### src/rtl/piano_pkg.sv
// piano_pkg: shared widths, note codes and sequencer states for the piano blocks
package piano_pkg;
  localparam int ADDR_W = 5;
  localparam int DATA_W = 4;
  localparam logic [DATA_W-1:0] NOTE_REST = '0;
  localparam logic [DATA_W-1:0] NOTE_END = '1;
  localparam logic [ADDR_W-1:0] ADDR_MAX = '1;
  typedef enum logic [2:0] {S_IDLE, S_FETCH, S_PLAY, S_GAP, S_DONE} state_e;
endpackage

### src/rtl/song_player_if.sv
// song_player_if: combinational song ROM read port
interface song_player_if;
  logic [piano_pkg::ADDR_W-1:0] rom_address;
  logic [piano_pkg::DATA_W-1:0] rom_data;
  modport master(output rom_address, input rom_data);
  modport slave(input rom_address, output rom_data);
endinterface

### src/rtl/beat_timer.sv
// beat_timer: loadable down-counter that parks at zero and flags it
module beat_timer #(
  parameter int W = 2
) (
  input  logic         clk,
  input  logic         rst_n,
  input  logic         load,
  input  logic [W-1:0] load_val,
  output logic         zero
);
  logic [W-1:0] cnt_q, cnt_d;
  always_comb cnt_d = load ? load_val : (cnt_q != '0 ? cnt_q - W'(1) : cnt_q);
  always_ff @(posedge clk or negedge rst_n)
    if (!rst_n) cnt_q <= '0;
    else cnt_q <= cnt_d;
  assign zero = cnt_q == '0;
endmodule

### src/rtl/song_player.sv
// song_player: steps through the song ROM, holding each note for a beat with a silent tail
module song_player
  import piano_pkg::*;
#(
  parameter int BEAT_TICKS = 12_500_000,
  parameter int GAP_TICKS  = 1_250_000
) (
  input  logic              clk,
  input  logic              rst_n,
  input  logic              start,
  input  logic              stop,
  input  logic              loop_en,
  song_player_if.master     rom,
  output logic [DATA_W-1:0] note,
  output logic              note_valid,
  output logic              busy,
  output logic              done
);
  localparam int TW = $clog2(BEAT_TICKS) < 1 ? 1 : $clog2(BEAT_TICKS);
  localparam logic [TW-1:0] PLAY_LD = TW'(BEAT_TICKS - GAP_TICKS - 1);
  localparam logic [TW-1:0] GAP_LD = TW'(GAP_TICKS - 1);
  state_e state_q, state_d;
  logic [ADDR_W-1:0] addr_q, addr_d;
  logic [DATA_W-1:0] note_q, note_d;
  logic nv_q, nv_d, busy_q, busy_d, done_q, done_d;
  logic ld, zero;
  logic [TW-1:0] ld_val;
  beat_timer #(.W(TW)) u_timer (
    .clk(clk), .rst_n(rst_n), .load(ld), .load_val(ld_val), .zero(zero)
  );
  always_comb begin
    state_d = state_q;
    addr_d = addr_q;
    note_d = note_q;
    nv_d = nv_q;
    ld = 1'b0;
    ld_val = PLAY_LD;
    if (stop) begin
      state_d = S_IDLE;
      addr_d = '0;
      note_d = '0;
      nv_d = 1'b0;
    end else begin
      unique case (state_q)
        S_IDLE: state_d = start ? S_FETCH : S_IDLE;
        S_FETCH: begin
          if (rom.rom_data == NOTE_END) begin
            addr_d = '0;
            state_d = loop_en ? S_FETCH : S_DONE;
          end else begin
            note_d = rom.rom_data;
            nv_d = rom.rom_data != NOTE_REST;
            ld = 1'b1;
            state_d = S_PLAY;
          end
        end
        S_PLAY: if (zero) begin
          state_d = S_GAP;
          nv_d = 1'b0;
          ld = 1'b1;
          ld_val = GAP_LD;
        end
        S_GAP: if (zero) begin
          addr_d = addr_q != ADDR_MAX ? addr_q + ADDR_W'(1) : '0;
          state_d = (addr_q != ADDR_MAX || loop_en) ? S_FETCH : S_DONE;
        end
        S_DONE: state_d = S_IDLE;
        default: state_d = S_IDLE;
      endcase
    end
    // a finished song leaves the tone stage silent and the ROM pointer home
    if (state_d == S_DONE) note_d = '0;
    busy_d = state_d != S_IDLE;
    done_d = state_d == S_DONE;
  end
  always_ff @(posedge clk or negedge rst_n)
    if (!rst_n) begin
      state_q <= S_IDLE;
      addr_q <= '0;
      note_q <= '0;
      nv_q <= 1'b0;
      busy_q <= 1'b0;
      done_q <= 1'b0;
    end else begin
      state_q <= state_d;
      addr_q <= addr_d;
      note_q <= note_d;
      nv_q <= nv_d;
      busy_q <= busy_d;
      done_q <= done_d;
    end
  assign rom.rom_address = addr_q;
  assign note = note_q;
  assign note_valid = nv_q;
  assign busy = busy_q;
  assign done = done_q;
endmodule

### src/flat_wrapper.sv
// flat-port wrapper written by rule: the top's interface ports become plain ports
module song_player_flat import piano_pkg::*;
#(
  parameter int BEAT_TICKS = 12_500_000,
  parameter int GAP_TICKS  = 1_250_000
)
  (clk, rst_n, start, stop, loop_en, note, note_valid, busy, done, rom_rom_address, rom_rom_data);
  song_player_if rom_i ();
  input  logic clk;
  input  logic rst_n;
  input  logic start;
  input  logic stop;
  input  logic loop_en;
  output logic [DATA_W-1:0] note;
  output logic note_valid;
  output logic busy;
  output logic done;
  output wire logic [$bits(rom_i.rom_address)-1:0] rom_rom_address;
  input wire logic [$bits(rom_i.rom_data)-1:0] rom_rom_data;
  assign rom_rom_address = rom_i.rom_address;
  assign rom_i.rom_data = rom_rom_data;
  song_player #(.BEAT_TICKS(BEAT_TICKS), .GAP_TICKS(GAP_TICKS)) u_core (.clk(clk), .rst_n(rst_n), .start(start), .stop(stop), .loop_en(loop_en), .rom(rom_i), .note(note), .note_valid(note_valid), .busy(busy), .done(done));
endmodule
### config.mk
export PLATFORM = sky130hd
export DESIGN_NAME = song_player_flat
export DESIGN_NICKNAME = d
export VERILOG_FILES = /design/src/rtl/piano_pkg.sv /design/src/rtl/song_player_if.sv /design/src/rtl/beat_timer.sv /design/src/rtl/song_player.sv /design/src/flat_wrapper.sv
export SDC_FILE = /design/constraint.sdc
export NUM_CORES = 1
export LEC_CHECK = 0
export CAP_MARGIN = 20
export CORE_AREA = 2 2 72 57
export CTS_CLUSTER_DIAMETER = 200
export DETAILED_ROUTE_END_ITERATION = 16
export DIE_AREA = 0 0 74 59
export PLACE_DENSITY = 0.92
export SLEW_MARGIN = 20
export SYNTH_ARGS = -nofsm -noshare
export SYNTH_HDL_FRONTEND = slang
export SYNTH_SLANG_ARGS = --single-unit
### constraint.sdc
create_clock -name clk -period 3.8 [get_ports clk]
set_input_delay 0.57 -clock clk [delete_from_list [all_inputs] [get_ports clk]]
set_output_delay 0.57 -clock clk [all_outputs]
set_load 0.03 [all_outputs]
==> flow_summary.yaml <==
yosys:
  synth-seq-area-share: 0.4511
  synthMuxAreaShare: 0.03239
  syn_avg_cell_area_sq_um: 10.06
  synth_cells: 215
  ys_ff_latch: 39
  synthArstFlopShare: 1.000
  synthTopCellsByCount: "39 x dfrtp_1, 21 x nor2_1, 16 x o21ai_0, 12 x nand2_1, 12 x xnor2_1"
  synth_nets: 227
  yosys_warnings: 0
  synth_top_area_frac: 0.4511
  synth_compound_area_frac: 0.1313
  yosys.area_share.adder: 0.01735
  synth_cell_type_count: 45
  synth_flop_cell: "dfrtp_1"
  synthSimpleGateAreaFrac: 0.2655
  synth_top_area_cell: "dfrtp_1"
  synth.most_common_cell: "dfrtp_1"
  synth_top_family_by_area: "simple AND/OR/NAND/NOR gates"
  netlist_area_sq_um: 2163
  yosys.area_share.xor_xnor: 0.06478
  synth_top_cells_by_area: "dfrtp_1 45%, xnor2_1 4.9%, o21ai_0 3.7%"
  synth_edf_count: 0
global_routing:
  grt_pass1_wl_mm: 7.783
  grt_pass1_vias: 1606
  grt-ovfl-total: 0
  grt_max_degree: 40
  grt_usage: 0.2386
  antenna_found_initial: 0
cells_and_area:
  nNetsFinal: 247
  multi_input_area_sq_um: 1106
  final_cells: 288
  fillCellCount: 281
  n_antenna_cell: 0
  register_area_sq_um: 975.9
  layout-area-overhead-vs-synth_pct: 13.77
  final_util: 0.6856
  drive_above_1_share: 0.09322
min_path:
  worstHoldPathType: "input port to async pin"
floorplanning:
  std_cell_rows: 19
  die_h_microns: 59
  ios: 21
  fp.dieW_microns: 74
  coreArea_sq_um: 3590
  die_area_sq_um: 4366
  initial_core_util: 0.6026
sta:
  worst_pin_slew_ns: 0.8317
  finClkSkew_ns: 0.003122
  max_freq_ghz: 0.3840
  fin_crit_ns: 2.604
  finalSetupViolCount: 0
  finalCritPeriodShare: 0.6852
  drv_slew: 0
  grt_setup_unrepaired: "no"
  slew_headroom: 0.4455
  hold_viol: 0
  fin_setup_tns_ns: 0
pwr:
  p_switching_mw: 0.3105
  ir_worst_vdd_mv: 0.2994
  clockPowerShare: 0.272
  p_per_area_nw_per_um2: 408.0
  switching_share: 0.3092
  internal_power_mw: 0.6937
  p_comb_frac: 0.211
  seqPwrFrac: 0.518
  leakage_nw: 0.9963
worst_setup_path:
  worstPathMaxFanout: 12
  cp-end-kind: "flop"
  required_ns: 3.98
  worst_ep_arrival_time_ns: 2.78
  startpoint_type: "flop"
  path_class: "flop to flop"
routing:
  via_count: 1707
  drc: 0
  drt-pass1-iter-count: 4
  drtIter0Drc: 165
  routed_wl_mm: 4.679
  drt-wirelength-per-cell_microns: 16.25
  detail_route.vias_per_cell: 5.927
  drtAntennaViolNets: 0
cts:
  clk_pin_slew_ns: 0.07
  tritoncts: "yes"
  cts_root_buffer: "clkbuf_8"
  cts_resized: 0
  cts_hold_buf: 0
  cts_sinks: 39
  clk_latency_ns: 0.29
  htree_num_levels: 2
  cts_buffers: 5
  clk_path_buf_depth: 2
  post_cts_buffers: 0
placed_design:
  dp_cells: 280
  numPortBuffers: 20
  dp_hpwl_mm: 3.443
  gp_routability_congestion: 0.8585
outcome:
  status: "complete, no violations"
run:
  maxCapViolCount: 0
worst paths after layout:
check | to | depth (start not counted) | startpoint | slack [ns]
min in group clk | u_core.u_timer.cnt_q[2] | 2 | u_core.u_timer.cnt_q[2] | 0.54
min | u_core.u_timer.cnt_q[6] | 1 | rst_n | 0.37
max | u_core.busy | 5 | u_core.u_timer.cnt_q[19] | 1.20
max reg2reg | u_core.busy | 5 | u_core.u_timer.cnt_q[19] | 1.20
min reg2reg | u_core.u_timer.cnt_q[2] | 2 | u_core.u_timer.cnt_q[2] | 0.54
max in group asynchronous | u_core.u_timer.cnt_q[23] | 1 | rst_n | 2.91
per-stage QoR:
step	area, sq um	hold WS [ns]	worst slack (ns)	power (mW)
finish	2461	0.3725	1.196	1.004
global route	2461	0.4475	1.079	1.063
CTS	2461	0.4206	1.201	1.002
detailed placement	2380	0.5248	1.214	0.7353
global placement	2380	0.5079	1.257	0.7232
floorplan	2163	0.2744	1.579	0.6682
sequential cells by signal, indices dropped and copies added, names as in the netlist:
name                    cells
u_core.done                 1
u_core.rom.rom_address      5
u_core.note                 4
u_core.busy                 1
u_core.note_valid           1
u_core.u_timer.cnt_q       24
u_core.state_q              3
cells by family (layout without fill, tap and decap cells):
| group | count (synthesis) | after routing |
|---|---|---|
| flops | 39 | 39 |
| buf+inv | 15 | 36 |
| fa+ha+maj | 3 | 3 |
| xor+xnor | 16 | 16 |
| simple gates | 94 | 94 |
| mux | 7 | 7 |
| compound gates | 41 | 41 |
routing by layer:
| metal | wire (microns) | track usage |
|---|---|---|
| met1 | 2283 | 0.3466 |
| met2 | 2108 | 0.3495 |
| met3 | 254 | 0.07483 |
| met4 | 32 | 0.05974 |
| met5 | 0 | 0 |
worst max-delay path, cell delays in order (launching register included):
cell and delay [ns]:
dfrtp_1 0.45, or4_1 0.66, nor4_4 0.38, and2_1 0.46
o221ai_1 0.21, a211o_1 0.33
cell usage in the layout, fill, tap and decap left out, drive strengths merged, types with 2 or more instances in the layout:
cell           instances
dfrtp                 39
nor2                  21
clkdlybuf4s50         19
o21ai                 16
nand2                 12
xnor2                 12
nor3                  10
nor4                  10
or3                    8
mux2i                  7
clkbuf                 7
inv                    6
a21oi                  6
nand3                  5
or4                    5
nor3b                  4
nor2b                  4
nand2b                 4
a211o                  4
xor2                   4
o211ai                 3
or2                    3
ha                     3
and2                   3
buf                    3
nand4                  2
a21o                   2
a2111oi                2
power by group through the flow:
stage | logic (mW) | registers (mW) | clock network (mW)
after floorplan | 0.147 | 0.521 | 0
after global placement | 0.200 | 0.523 | 0
after detailed placement | 0.209 | 0.526 | 0
after CTS | 0.212 | 0.519 | 0.271
after global routing | 0.236 | 0.529 | 0.298
final | 0.212 | 0.520 | 0.273
area by class of cell:
cell class | instances | area share
Timing Repair Buffer | 22 | 0.08541
Clock inverter | 1 | 0.002034
Inverter | 6 | 0.009151
Clock buffer | 7 | 0.03101
Multi-Input combinational cell | 161 | 0.4494
Tap cell | 52 | 0.02644
Sequential cell | 39 | 0.3965
Power figures use the tool's default switching activity.
